===== src/rtl/inst_prefetch_buffer_pkg.sv =====
// Shared types and constants for the instruction prefetch buffer.
package inst_prefetch_buffer_pkg;

    typedef enum logic {IDLE, STREAM} fetchStateType;

    localparam int INST_WORD_BYTES = 4;

    typedef logic [31:0] dataBus_t;

    // Sequential word successor; wraps modulo 2^32.
    function automatic dataBus_t next_word(input dataBus_t addr);
        return addr + dataBus_t'(INST_WORD_BYTES);
    endfunction

endpackage


===== src/rtl/inst_prefetch_buffer_sync_fifo.sv =====
// DEPTH x 32 synchronous FIFO with flush; pointers wrap through their log2(DEPTH) width.
module sync_fifo
    import inst_prefetch_buffer_pkg::*;
#(
    parameter  int DEPTH = 4,
    localparam int AW    = $clog2(DEPTH),
    localparam int CW    = AW + 1
)
(
    input  logic          clk,
    input  logic          rst,
    input  logic          flush,
    input  logic          push,
    input  dataBus_t      push_data,
    input  logic          pop,
    output dataBus_t      head_data,
    output logic [CW-1:0] count
);

    dataBus_t      mem [DEPTH];
    logic [AW-1:0] rd_ptr;
    logic [AW-1:0] wr_ptr;

    // NOTE: the storage array has no reset; count gates every read, so stale words are never observed.
    always_ff @(posedge clk) begin
        if (push) begin
            mem[wr_ptr] <= push_data;
        end
    end

    always_ff @(posedge clk) begin
        if (rst || flush) begin
            rd_ptr <= '0;
            wr_ptr <= '0;
            count  <= '0;
        end else begin
            if (push) begin
                wr_ptr <= wr_ptr + AW'(1);
            end
            if (pop) begin
                rd_ptr <= rd_ptr + AW'(1);
            end
            count <= count + CW'(push) - CW'(pop);
        end
    end

    assign head_data = mem[rd_ptr];

endmodule


===== src/rtl/inst_prefetch_buffer.sv =====
// Instruction prefetch queue: streams sequential fetches ahead of the core and
// answers hits on the queue head in the same cycle; redirects restart the stream.
module inst_prefetch_buffer
    import inst_prefetch_buffer_pkg::*;
#(
    parameter int DEPTH = 4
)
(
    input  logic       clk,
    input  logic       rst,
    input  logic [3:0] i_core_rd_en,
    input  dataBus_t   i_core_addr,
    output logic       o_core_ready,
    output dataBus_t   o_core_data,
    output logic       o_mem_req,
    output dataBus_t   o_mem_addr,
    input  logic       i_mem_gnt,
    input  logic       i_mem_rvalid,
    input  dataBus_t   i_mem_rdata
);

    localparam int CW = $clog2(DEPTH) + 1;
    localparam logic [CW:0] CREDITS = (CW+1)'(DEPTH);

    typedef logic [CW-1:0] cnt_t;

    fetchStateType state;
    fetchStateType state_next;
    dataBus_t      head_addr;
    dataBus_t      head_addr_next;
    dataBus_t      pf_addr;
    dataBus_t      pf_addr_next;
    cnt_t          outstanding;
    cnt_t          outstanding_next;
    cnt_t          discard;
    cnt_t          discard_next;
    cnt_t          count;
    cnt_t          count_next;
    logic          mem_req;
    logic          mem_req_next;
    logic [CW:0]   credit_use;

    dataBus_t      core_addr;
    dataBus_t      fifo_head;
    logic          req;
    logic          hit;
    logic          redirect;
    logic          gnt;
    logic          rsp;
    logic          push;

    sync_fifo #(.DEPTH(DEPTH)) u_fifo (
        .clk       (clk),
        .rst       (rst),
        .flush     (redirect),
        .push      (push),
        .push_data (i_mem_rdata),
        .pop       (hit),
        .head_data (fifo_head),
        .count     (count)
    );

    // NOTE: every always_comb output is given a default first, so no latch can be inferred.
    always_comb begin
        req       = |i_core_rd_en;
        core_addr = i_core_addr & ~dataBus_t'(INST_WORD_BYTES - 1);
        hit       = 1'b0;
        redirect  = 1'b0;
        if (req) begin
            if (state == IDLE || core_addr != head_addr) begin
                redirect = 1'b1;
            end else if (count != '0) begin
                hit = 1'b1;
            end
        end
        gnt  = mem_req && i_mem_gnt;
        // A response with nothing outstanding belongs to a stream killed by reset.
        rsp  = i_mem_rvalid && (outstanding != '0);
        push = rsp && (discard == '0) && !redirect;
    end

    // NOTE: next-state values use blocking assigns here; the registers below update with <= only.
    always_comb begin
        state_next       = state;
        head_addr_next   = head_addr;
        pf_addr_next     = gnt ? next_word(pf_addr) : pf_addr;
        outstanding_next = outstanding + cnt_t'(gnt) - cnt_t'(rsp);
        discard_next     = discard;
        count_next       = count + cnt_t'(push) - cnt_t'(hit);

        if (redirect) begin
            state_next     = STREAM;
            head_addr_next = core_addr;
            pf_addr_next   = core_addr;
            count_next     = '0;
            // Everything still in flight after this cycle belongs to the old stream.
            discard_next   = outstanding_next;
        end else begin
            if (hit) begin
                head_addr_next = next_word(head_addr);
            end
            if (rsp && discard != '0) begin
                discard_next = discard - cnt_t'(1);
            end
        end

        credit_use   = {1'b0, count_next} + {1'b0, outstanding_next};
        mem_req_next = (state_next == STREAM) && (credit_use < CREDITS);
    end

    always_ff @(posedge clk) begin
        if (rst) begin
            state       <= IDLE;
            head_addr   <= '0;
            pf_addr     <= '0;
            outstanding <= '0;
            discard     <= '0;
            mem_req     <= 1'b0;
        end else begin
            state       <= state_next;
            head_addr   <= head_addr_next;
            pf_addr     <= pf_addr_next;
            outstanding <= outstanding_next;
            discard     <= discard_next;
            mem_req     <= mem_req_next;
        end
    end

    assign o_core_ready = hit;
    assign o_core_data  = hit ? fifo_head : '0;
    assign o_mem_req    = mem_req;
    assign o_mem_addr   = pf_addr;

endmodule


===== config.mk =====
export PLATFORM = sky130hd
export DESIGN_NAME = inst_prefetch_buffer
export DESIGN_NICKNAME = d
export VERILOG_FILES = /design/src/rtl/inst_prefetch_buffer_pkg.sv /design/src/rtl/inst_prefetch_buffer_sync_fifo.sv /design/src/rtl/inst_prefetch_buffer.sv
export SDC_FILE = /design/constraint.sdc
export NUM_CORES = 1
export LEC_CHECK = 0
export BUFFER_PORTS_ARGS = -buffer_cell sky130_fd_sc_hd__buf_2
export CAP_MARGIN = 10
export CORE_UTILIZATION = 46
export CTS_CLUSTER_SIZE = 30
export DETAILED_ROUTE_END_ITERATION = 8
export GPL_ROUTABILITY_DRIVEN = 1
export PLACE_DENSITY = 0.66
export SYNTH_ARGS = -nofsm -noshare
export SYNTH_HDL_FRONTEND = slang
export SYNTH_SLANG_ARGS = --single-unit

===== constraint.sdc =====
create_clock -name clk -period 5.3 [get_ports clk]
set_input_delay 1.06 -clock clk [delete_from_list [all_inputs] [get_ports clk]]
set_output_delay 1.06 -clock clk [all_outputs]
set_load 0.005 [all_outputs]

==> results.tsv <==
stage	metric	value	unit
outcome	status	finished, final reports clean	
clocking	cts_tree	done	
place	hpwl	16100	microns
clocking	cts_buffers	22	
hold_path	hold_class	flop to flop	
clocking	clock_latency	0.50	ns
synthesis	synth_cells	792	
route	firstDrtPassIters	5	
power	combPwrFrac	0.092	
timing	fin_crit	4.25	ns
timing	finalClockSkew	0.0133	ns
floorplanning	num_rows	52	
floorplanning	num_io_pins	138	
route	drt_iter0_markers	620	
timing	fin_hold_ws	0.523	ns
timing	maxSlewHeadroom	0.479	
timing	tns	0	ns
floorplanning	die_y	148	microns
setup_path	crit_path_end_kind	output pin	
global_routing	grt_overflow	0	
setup_path	startpoint_type	input port	
global_routing	antenna_found_initial	2	
timing	maxSlewViolCount	0	
setup_path	crit_required	4.24	ns
global_routing	grt_pass1_vias	6616	
synthesis	synth-edff-count	128	
synthesis	synth_seq_cells	205	
synthesis	avgSynthCellArea	12.3	sq um
floorplanning	coreArea	20500	sq um
clocking	cts_setup_buffers	0	
route	route.vias.total	6898	
synthesis	synthFlopType	edfxtp_1	
power	power.total	3.71	mW
final_layout	num-fill-cells	1755	
setup_path	path_max_fanout	35	
clocking	cts.sinks	205	
timing	maxClockFrequency	235	MHz
final_layout	seqCellArea	5390	sq um
power	p_leak	4.02	nW
power	p_switching	0.865	mW
synthesis	yosysSeqAreaShare	0.552	
final_layout	areaGrowthSynthToFinish	18.0	%
clocking	cts.clk_slew.worst_paths	0.06	ns
final_layout	finalInstanceArea	11500	sq um
final_layout	multi_input_area	4120	sq um
timing	period_share	0.801	
synthesis	synthesis.area	9750	sq um
clocking	hold_buffers	0	
final_layout	final_nets	1017	
floorplanning	die_area	21800	sq um
global_routing	grt_pass1_wl	36100	microns
floorplanning	start_util	0.476	
route	ant_nets	0	
route	wire_per_inst	18.9	microns
power	p_clk_frac	0.422	
setup_path	crit_type	input port to output pin	
clocking	cts-resized-gates	0	
synthesis	ys_types	63	
timing	rsz0062_at_grt	false	
place	io_buffers	133	
timing	setup_viol	0	
power	ir_drop	0.000278	V
place	place_congestion	0.880	
route	wirelength	23000	microns
synthesis	async_reset_ff_frac	0	
place	place_area	10700	sq um
power	p_int	2.84	mW
flow_run	maxCapViolations	0	
final_layout	drive_gt1_frac	0.267	
power	cellPowerDensity	322	nW/um^2
floorplanning	die_x	148	microns
clocking	htree_num_levels	1	
route	vias_per_cell	5.67	
power	p_sw_frac	0.233	
global_routing	grt_max_degree	71	
clocking	cts_root_buffer	clkbuf_16	
clocking	clock_path_buffers	3	
setup_path	regToRegSetupSlack	1.57	ns
route	drcViolationCount	0	
global_routing	grt_usage	0.212	
setup_path	crit_arrival	3.19	ns
timing	final_hold_viol_count	0	
timing	tightest_slew	0.782	ns
synthesis	synth-warning-count	0	
power	power_frac_seq	0.487	
## Yosys cell counts (3+ instances only)
master / n / area, sq um
edfxtp_1: 128 / 3840
a221o_1: 3 / 30.0
a211o_1: 4 / 35.0
buf_4: 6 / 45.0
inv_1: 20 / 75.1
and3_1: 11 / 68.8
ha_1: 14 / 175
a211oi_2: 23 / 288
nor2_1: 49 / 184
a21oi_1: 20 / 100
nor2b_1: 35 / 219
or3_1: 7 / 43.8
a22oi_1: 6 / 45.0
nand4_1: 30 / 188
nand2_1: 51 / 191
xnor2_1: 48 / 420
o21ai_0: 18 / 90.1
or4_1: 8 / 60.1
and4_1: 12 / 105
nor4_1: 10 / 62.6
xor2_1: 24 / 210
nor3_1: 14 / 70.1
clkbuf_1: 27 / 101
mux4_2: 32 / 721
and2_1: 13 / 81.3
a31oi_1: 5 / 31.3
dfxtp_1: 77 / 1540
a211oi_1: 5 / 37.5
buf_6: 4 / 45.0
nand3_1: 37 / 185
o211ai_1: 3 / 22.5
o31a_1: 3 / 26.3
## worst max-delay path, stage by stage
cell and delay, ns:
buf_2 0.12, xor2_1 0.17, or4_4 0.58, nor4_4 0.45, nand3_1 0.16, buf_4 0.28, nor2b_1 0.21, buf_2 0.14
## layout make-up
cell class,instances,area share
Inverter,20,0.00652
Multi-Input combinational cell,529,0.358
Sequential cell,205,0.468
Clock inverter,14,0.0139
Timing Repair Buffer,151,0.0726
Clock buffer,26,0.0510
Antenna cell,2,0.000435
Tap cell,270,0.0294
## power by group through the flow
| stage | combinational [mW] | clock, mW | sequential [mW] |
|---|---|---|---|
| 2_1_floorplan | 0.224 | 0 | 1.82 |
| 3_3_place_gp | 0.335 | 0 | 1.84 |
| 3_5_place_dp | 0.338 | 0 | 1.84 |
| 4_1_cts | 0.340 | 1.60 | 1.80 |
| 5_1_grt | 0.382 | 1.66 | 1.81 |
| 6_report | 0.339 | 1.56 | 1.80 |
## path summary, 6_finish.rpt
path                                                     from                             to  depth (start not counted)
worst min register to register  u_fifo.wr_ptr[1]$_SDFFE_PP0P_  u_fifo.wr_ptr[1]$_SDFFE_PP0P_                          2
worst max register to register     head_addr[10]$_SDFFE_PP0P_           o_mem_req$_SDFF_PP0_                         16
worst max-delay path                          i_core_addr[30]                o_core_data[18]                          8
worst min-delay path            u_fifo.wr_ptr[1]$_SDFFE_PP0P_  u_fifo.wr_ptr[1]$_SDFFE_PP0P_                          2
## metrics by stage
step | worst slack, ns | cells | util
finish | 1.05 | 1217 | 0.561
global route | 0.888 | 1217 | 0.561
CTS | 1.04 | 1214 | 0.561
floorplan | 0.741 | 793 | -
global placement | 0.785 | 1174 | 0.524
detailed placement | 0.784 | 1174 | 0.524
## logic make-up (layout without fill, tap and decap cells)
logic type / after synthesis / count (layout) / share of synthesized area
xor+xnor: 72 / 72 / 0.0646
simple gates: 293 / 293 / 0.165
other cells: 1 / 4 / 0.000384
compound gates: 112 / 112 / 0.0912
buf+inv: 59 / 211 / 0.0283
fa+ha+maj: 16 / 16 / 0.0221
flops: 205 / 205 / 0.552
mux: 34 / 34 / 0.0759
## layout by cell type, fill, tap and decap left out, drive strengths merged, types with 3 or more instances in the layout
master / n
a211oi: 28
nand4: 30
and4: 12
o31a: 3
and2: 13
bufinv: 3
clkbuf: 26
a221o: 3
ha: 14
a21oi: 20
or4: 10
nor2: 49
buf: 151
or3: 7
nor2b: 35
o21ai: 20
xnor2: 48
and3: 11
a211o: 4
dfxtp: 77
nor3: 16
a31oi: 5
nor4: 11
o211ai: 3
xor2: 24
mux4: 32
nand2: 52
edfxtp: 128
a22oi: 6
inv: 21
clkinvlp: 3
nand3: 37
clkinv: 7
## per-layer routing
layer | GRT usage | vias to the layer above | wire length [microns]
met2 | 0.323 | 232 | 10300
met4 | 0.0593 | 0 | 437
met5 | 0 | - | 0
met3 | 0.0367 | 29 | 1470
li1 | - | 3279 | -
met1 | 0.312 | 3358 | 10800
## sequential cells by signal (all words and copies together), names as in the netlist, 2 cells and up, named ones only
register,cells
outstanding,3
o_mem_addr,30
u_fifo.rd_ptr,2
head_addr,30
u_fifo.count,3
u_fifo.wr_ptr,2
u_fifo.mem,128
discard,3
(Power assumes the default switching activity.)
